`src/rtl/restrict_skid_buffer.sv`:
```
// AXI-Stream register slice with registered s_tready and a one-entry skid register.
// Latency 1 cycle; a downstream stall parks one in-flight beat in skid, then s_tready drops.
module restrict_skid_buffer #(
  parameter bit GREEDY      = 1'b0,
  parameter int AXIS_DWIDTH = 32
) (
  input  logic                   clk,
  input  logic                   rst,
  input  logic [AXIS_DWIDTH-1:0] s_tdata,
  input  logic                   s_tlast,
  input  logic                   s_tvalid,
  output logic                   s_tready,
  output logic [AXIS_DWIDTH-1:0] m_tdata,
  output logic                   m_tlast,
  output logic                   m_tvalid,
  input  logic                   m_tready
);

  logic                   m_active;
  logic                   rdy_en;
  logic [AXIS_DWIDTH-1:0] sel_tdata;
  logic                   sel_tlast;
  logic                   sel_tvalid;
  logic [AXIS_DWIDTH-1:0] skid_tdata;
  logic                   skid_tlast;
  logic                   skid_tvalid;

  always_comb begin
    m_active = ~m_tvalid | m_tready;
    if (s_tready) begin
      sel_tdata  = s_tdata;
      sel_tlast  = s_tlast;
      sel_tvalid = s_tvalid;
    end else begin
      sel_tdata  = skid_tdata;
      sel_tlast  = skid_tlast;
      sel_tvalid = skid_tvalid;
    end
    // Greedy mode also reopens s_tready when the output drains with no upstream activity.
    if (GREEDY) rdy_en = m_active | s_tvalid;
    else        rdy_en = m_tready | s_tvalid;
  end

  // While s_tready is low the mux selects skid itself, so skid_tdata holds without an enable.
  always_ff @(posedge clk) begin
    skid_tdata <= sel_tdata;
    if (m_active) m_tdata <= sel_tdata;
  end

  always_ff @(posedge clk) begin
    if (rst) begin
      skid_tvalid <= 1'b0;
      skid_tlast  <= 1'b0;
      m_tvalid    <= 1'b0;
      m_tlast     <= 1'b0;
      s_tready    <= 1'b0;
    end else begin
      skid_tvalid <= sel_tvalid & ~m_active;
      skid_tlast  <= sel_tlast & ~m_active;
      if (m_active) begin
        m_tvalid <= sel_tvalid;
        m_tlast  <= sel_tlast;
      end
      if (rdy_en) s_tready <= m_active;
    end
  end

endmodule

```
`config.mk`:
```
export PLATFORM = sky130hd
export DESIGN_NAME = restrict_skid_buffer
export DESIGN_NICKNAME = d
export VERILOG_FILES = /design/src/rtl/restrict_skid_buffer.sv
export SDC_FILE = /design/constraint.sdc
export NUM_CORES = 1
export LEC_CHECK = 0
export BUFFER_PORTS_ARGS = -buffer_cell sky130_fd_sc_hd__clkbuf_2
export CAP_MARGIN = 20
export CELL_PAD_IN_SITES_DETAIL_PLACEMENT = 0
export CELL_PAD_IN_SITES_GLOBAL_PLACEMENT = 1
export CORE_UTILIZATION = 37
export CTS_CLUSTER_SIZE = 14
export DETAILED_ROUTE_END_ITERATION = 8
export PLACE_DENSITY_LB_ADDON = 0.1
export REMOVE_ABC_BUFFERS = 1
export SLEW_MARGIN = 20
export SYNTH_ARGS = -nofsm -noshare
export SYNTH_HDL_FRONTEND = slang
export SYNTH_SLANG_ARGS = --single-unit
```
`constraint.sdc`:
```
create_clock -name clk -period 1.9 [get_ports clk]
set_clock_uncertainty 0.2 [all_clocks]
set_input_delay 0.285 -clock clk [delete_from_list [all_inputs] [get_ports clk]]
set_output_delay 0.285 -clock clk [all_outputs]
set_load 0.05 [all_outputs]
```
==> flow_metrics.py, run 1 <==
metrics = {
    "critical_path": {
        "r2r_end": "m_tdata[29]",
        "crit_type": "flip-flop to output pin",
        "r2r_cells": 2,
        "cp.required_ns": 1.41,
        "critPathCaptureType": "output pin",
        "ff2ff_setup_slack_ns": 0.47,
        "critPathMaxFanout": 28,
        "reg2reg_from": "s_tready",
        "cp-start-kind": "flip-flop",
        "critPathArrivalTime_ns": 1.24,
    },
    "yosys": {
        "yosysSeqAreaShare": 0.730,
        "synthesis.area_um2": 2330,
        "synthAdderAreaFrac": 0,
        "synth_top_family_by_area": "multiplexers",
        "synth_xor_area_frac": 0,
        "syn_inst": 117,
        "synth-compound-area-share": 0.0102,
        "ys_seq_elements": 69,
        "synthMuxAreaShare": 0.212,
        "syn_area_per_cell_um2": 19.9,
        "synth-simple-area-share": 0.0156,
        "yosysTopAreaCell": "edfxtp_1",
        "synth.top_cell.area_share": 0.412,
        "yosys_warnings": 0,
        "synth_area_leaders": "edfxtp_1, dfxtp_1, mux2_4",
        "synth_cell_types": 14,
    },
    "power_and_ir_drop": {
        "finalPower_mw": 3.81,
        "power_density_nw_per_um2": 1160,
        "worst_ir_drop_vdd_mv": 0.684,
        "p_leak_nw": 1.48,
    },
    "die": {
        "io-pin-count": 72,
        "row_count": 28,
        "initial_core_util": 0.389,
        "dieArea_um2": 6620,
        "die_x_um": 81.4,
        "core-area_um2": 5990,
        "fp.dieH_um": 81.4,
    },
    "placement": {
        "dpl.hpwl_mm": 2.51,
        "routabilityCongestion": 0.650,
        "io_buffers": 71,
    },
    "routing": {
        "num_vias": 1343,
        "ant_nets": 0,
        "drtPass1Iterations": 3,
        "drc_errors": 0,
        "vias_per_cell": 4.29,
        "wl_mm": 3.94,
        "first_iter_violations": 28,
        "wl_per_cell_um": 12.6,
    },
    "finish": {
        "drive_gt1_frac": 0.521,
        "n_antenna_cell": 0,
        "area_delta_synth_final_pct": 41.1,
        "nets": 270,
        "layout_common_cells": "clkbuf_2, dfxtp_1, dlygate4sd3_1, edfxtp_1, mux2_4",
        "layout_commonest_cell": "clkbuf_2",
        "finish.utilization": 0.549,
    },
    "timing": {
        "fmax_mhz": 581,
        "setup_viol_count_final": 0,
        "rsz0062_at_grt": "no",
        "layout_min_cycle_time_ns": 1.72,
        "relSlewSlack": 0.832,
        "fin_setup_tns_ns": 0,
        "tightest_slew_ns": 0.245,
        "fin_crit_sh": 0.906,
        "finalHoldViolCount": 0,
        "finalMaxSlewViolations": 0,
    },
    "min_path": {
        "hold_class": "primary input to flip-flop",
        "hold_end": "s_tready",
        "holdCritStartpoint": "s_tvalid",
        "hold_depth": 3,
    },
    "global_routing": {
        "globalRouteTotalUtil": 0.134,
        "grt_overflow": 0,
        "first_global_vias": 1407,
        "antenna_found_initial": 0,
        "grt_pass1_wl_mm": 6.29,
        "grt_max_degree": 29,
    },
    "clock_network": {
        "insertion_delay_ns": 0.33,
        "h-tree-depth": 3,
        "cts_tree": "yes",
        "path_clk_slew_ns": 0.07,
        "cts_sinks": 69,
        "post-cts-setup-buffer-count": 0,
        "cts-root-buf": "clkbuf_8",
        "cts_buffers": 9,
        "clock_path_buffers": 2,
    },
    "run": {
        "cap_violations": 0,
    },
    "status": {
        "status": "finished clean",
    },
}
-- metrics by stage --
step	hold WS, ns	worst slack [ns]	instance area, um2	cells
2_1_floorplan	0.150	-0.766	2260	113
3_3_place_gp	0.253	0.506	2750	263
3_5_place_dp	0.257	0.476	2750	263
4_1_cts	0.0220	0.149	3290	313
5_1_grt	0.0521	0.127	3290	313
6_report	0.0399	0.178	3290	313
-- sequential cells by signal (all words and copies together) (netlist names) --
register	flops
m_tlast	1
m_tvalid	1
skid_tvalid	1
skid_tlast	1
m_tdata	32
skid_tdata	32
s_tready	1
-- timing repair --
item                                   in CTS  in global routing
endpoints found under the hold margin      36                  0
hold buffers                               34                  0
resized for setup                           0                  0
-- cell type report --
| class | count | area (um2) |
|---|---|---|
| Multi-Input combinational cell | 43 | 556 |
| Clock buffer | 12 | 145 |
| Clock inverter | 4 | 47.5 |
| Fill cell | 501 | 2700 |
| Sequential cell | 69 | 1700 |
| Inverter | 1 | 3.75 |
| Tap cell | 75 | 93.8 |
| Timing Repair Buffer | 109 | 738 |
-- worst max-delay path by stage --
stage / startpoint / end / depth (start not counted)
global placement: s_tready / m_tdata[30] / 2
CTS: s_tready / s_tready / 2
finish: s_tready / s_tready / 2
floorplan: s_tready / m_tdata[29] / 1
global route: s_tready / s_tready / 2
detailed placement: s_tready / m_tdata[29] / 2
-- cells by family after synthesis --
family | Yosys count
buffers and inverters | 5
multiplexers | 34
AND/OR/NAND/NOR | 6
AO/OA/AOI/OAI | 3
flip-flops | 69
-- routing by layer --
| metal | global-route usage | vias to the layer above | part of all wire |
|---|---|---|---|
| met2 | 0.207 | 45 | 0.48 |
| li1 | - | 659 | - |
| met3 | 0.0371 | 10 | 0.057 |
| met1 | 0.160 | 629 | 0.44 |
| met4 | 0.0982 | 0 | 0.023 |
| met5 | 0 | - | 0 |
-- synthesized netlist by cell type (all sizes together) --
cell type	instances
inv	1
mux2	32
dfxtp	37
a211oi	1
buf	4
nand2b	3
a31oi	1
nor3	2
nor3b	1
mux2i	2
edfxtp	32
a21oi	1
-- power by group --
part,total (mW),internal (mW),leakage (nW),switching [mW]
logic,0.831,0.294,0.733,0.536
registers,1.85,1.79,0.648,0.0593
clock network,1.13,0.638,0.0964,0.492
total,3.81,2.72,1.48,1.09
-- worst max-delay path, stage by stage, from the launching register on --
cell and delay (ns):
dfxtp_2 0.35, buf_12 0.24, clkbuf_2 0.32
Power figures use the tool's default switching activity.
==> run 2: changes to the inputs <==
==> constraint.sdc (replaced) <==
create_clock -name clk -period 1.9 [get_ports clk]
set_clock_uncertainty 0.2 [all_clocks]
set_input_delay 0.38 -clock clk [delete_from_list [all_inputs] [get_ports clk]]
set_output_delay 0.38 -clock clk [all_outputs]
set_load 0.05 [all_outputs]
==> run 2 against run 1 <==
  * Critical endpoint unchanged
  * Sequential share of layout area increased by 5.8 points
  * Via count shrank 9.2%
  * Count of clock-buffer cells in the layout is 1 lower
  * Maximum frequency fell by 3.1%
  * Die area unchanged
  * Critical path depth did not move
  * Core utilization decreased by 5.6 points
==> flow_metrics.py, run 2 (synthesis results as in run 1) <==
metrics = {
    "timing": {
        "fmax_mhz": 563,
        "fin_setup_tns_ns": 0,
        "finalMaxSlewViolations": 0,
        "layout_min_cycle_time_ns": 1.78,
        "finalHoldViolCount": 0,
        "tightest_slew_ns": 0.286,
        "relSlewSlack": 0.810,
        "setup_viol_count_final": 0,
        "rsz0062_at_grt": "no",
        "fin_crit_sh": 0.935,
    },
    "routing": {
        "wl_per_cell_um": 13.2,
        "first_iter_violations": 37,
        "drtPass1Iterations": 3,
        "vias_per_cell": 4.37,
        "wl_mm": 3.68,
        "drc_errors": 0,
        "ant_nets": 0,
        "num_vias": 1219,
    },
    "finish": {
        "layout_commonest_cell": "clkbuf_2",
        "layout_common_cells": "clkbuf_2, dfxtp_1, edfxtp_1, mux2_4, clkbuf_8",
        "area_delta_synth_final_pct": 26.8,
        "fillers": 534,
        "drive_gt1_frac": 0.613,
        "seqCellArea_um2": 1700,
        "nets": 236,
        "top_regs": "m_tdata x32, skid_tdata x32",
        "multi_input_area_um2": 556,
        "instances_no_fill": 279,
        "design_area_um2": 2950,
        "n_antenna_cell": 0,
    },
    "clock_network": {
        "path_clk_slew_ns": 0.07,
        "cts_buffers": 9,
        "h-tree-depth": 3,
        "cts_tree": "yes",
        "post-cts-setup-buffer-count": 0,
        "cts-resized-gates": 0,
        "cts-root-buf": "clkbuf_8",
        "clock_path_buffers": 2,
        "cts_sinks": 69,
        "cts_hold_repair.buffers": 0,
        "insertion_delay_ns": 0.32,
    },
    "placement": {
        "routabilityCongestion": 0.665,
        "io_buffers": 71,
        "dpl_cell_area_um2": 2750,
        "dpl.hpwl_mm": 2.53,
        "dp_cells": 263,
    },
    "critical_path": {
        "crit_chain": "buf_4 -> clkbuf_2",
        "critPathMaxFanout": 10,
        "worst_path_max_delay_cell": "dfxtp_2",
        "critPathArrivalTime_ns": 1.20,
        "cp_slowest_stage_delay_ns": 0.35,
        "ff2ff_setup_slack_ns": 0.49,
        "cp.required_ns": 1.32,
        "cp-start-kind": "flip-flop",
        "critPathCaptureType": "output pin",
        "crit_type": "flip-flop to output pin",
    },
    "run": {
        "cap_violations": 0,
    },
    "global_routing": {
        "grt_max_degree": 27,
        "grt_pass1_wl_mm": 5.76,
        "globalRouteTotalUtil": 0.123,
        "first_global_vias": 1258,
        "grt_overflow": 0,
        "antenna_found_initial": 0,
    },
    "die": {
        "die_x_um": 81.4,
        "initial_core_util": 0.389,
        "row_count": 28,
        "core-area_um2": 5990,
        "dieArea_um2": 6620,
        "io-pin-count": 72,
        "fp.dieH_um": 81.4,
    },
    "min_path": {
        "hold_class": "primary input to flip-flop",
    },
    "power_and_ir_drop": {
        "power_density_nw_per_um2": 1280,
        "p_leak_nw": 1.35,
        "finalPower_mw": 3.77,
        "worst_ir_drop_vdd_mv": 0.584,
    },
    "status": {
        "status": "finished clean",
    },
}
run 2: final timing paths:
kind | startpoint | end | cells past startpoint
setup / recovery | s_tready | s_tready | 2
hold / removal | rst | m_tlast | 2
setup reg to reg | s_tready | m_tdata[29] | 2
hold reg to reg | skid_tdata[15] | skid_tdata[15] | 1
run 2: cell type report:
type | count | share of cell area
flip-flops and latches | 69 | 0.576
multi-input cells | 43 | 0.188
repair buffers | 75 | 0.135
clock buffers | 11 | 0.0512
well taps | 75 | 0.0318
clock inverters | 5 | 0.0165
inverters | 1 | 0.00127
run 2: where the power goes:
group          total (mW)  internal, mW  switching, mW
registers            1.85          1.79         0.0582
clock network        1.15         0.666          0.484
logic               0.776         0.249          0.526
run 2: metal layers:
layer | up-vias | track usage | wire length, um
met1 | 579 | 0.146 | 1600
met5 | - | 0 | 0
met3 | 8 | 0.0337 | 217
met2 | 42 | 0.186 | 1800
li1 | 590 | - | -
met4 | 0 | 0.0964 | 61
run 2: worst max-delay path: cells and delay by family (launching register included):
family	cells	cell delay, ns
buf+inv	2	0.53
flops	1	0.35
run 2: per-stage QoR:
step | hold slack (ns) | setup WS (ns) | util
after floorplan | 0.245 | -0.766 | -
after global placement | 0.252 | 0.467 | 0.460
after detailed placement | 0.257 | 0.464 | 0.460
after CTS | 0.0628 | 0.0909 | 0.493
after global routing | 0.0762 | 0.0612 | 0.493
final | 0.0883 | 0.123 | 0.493
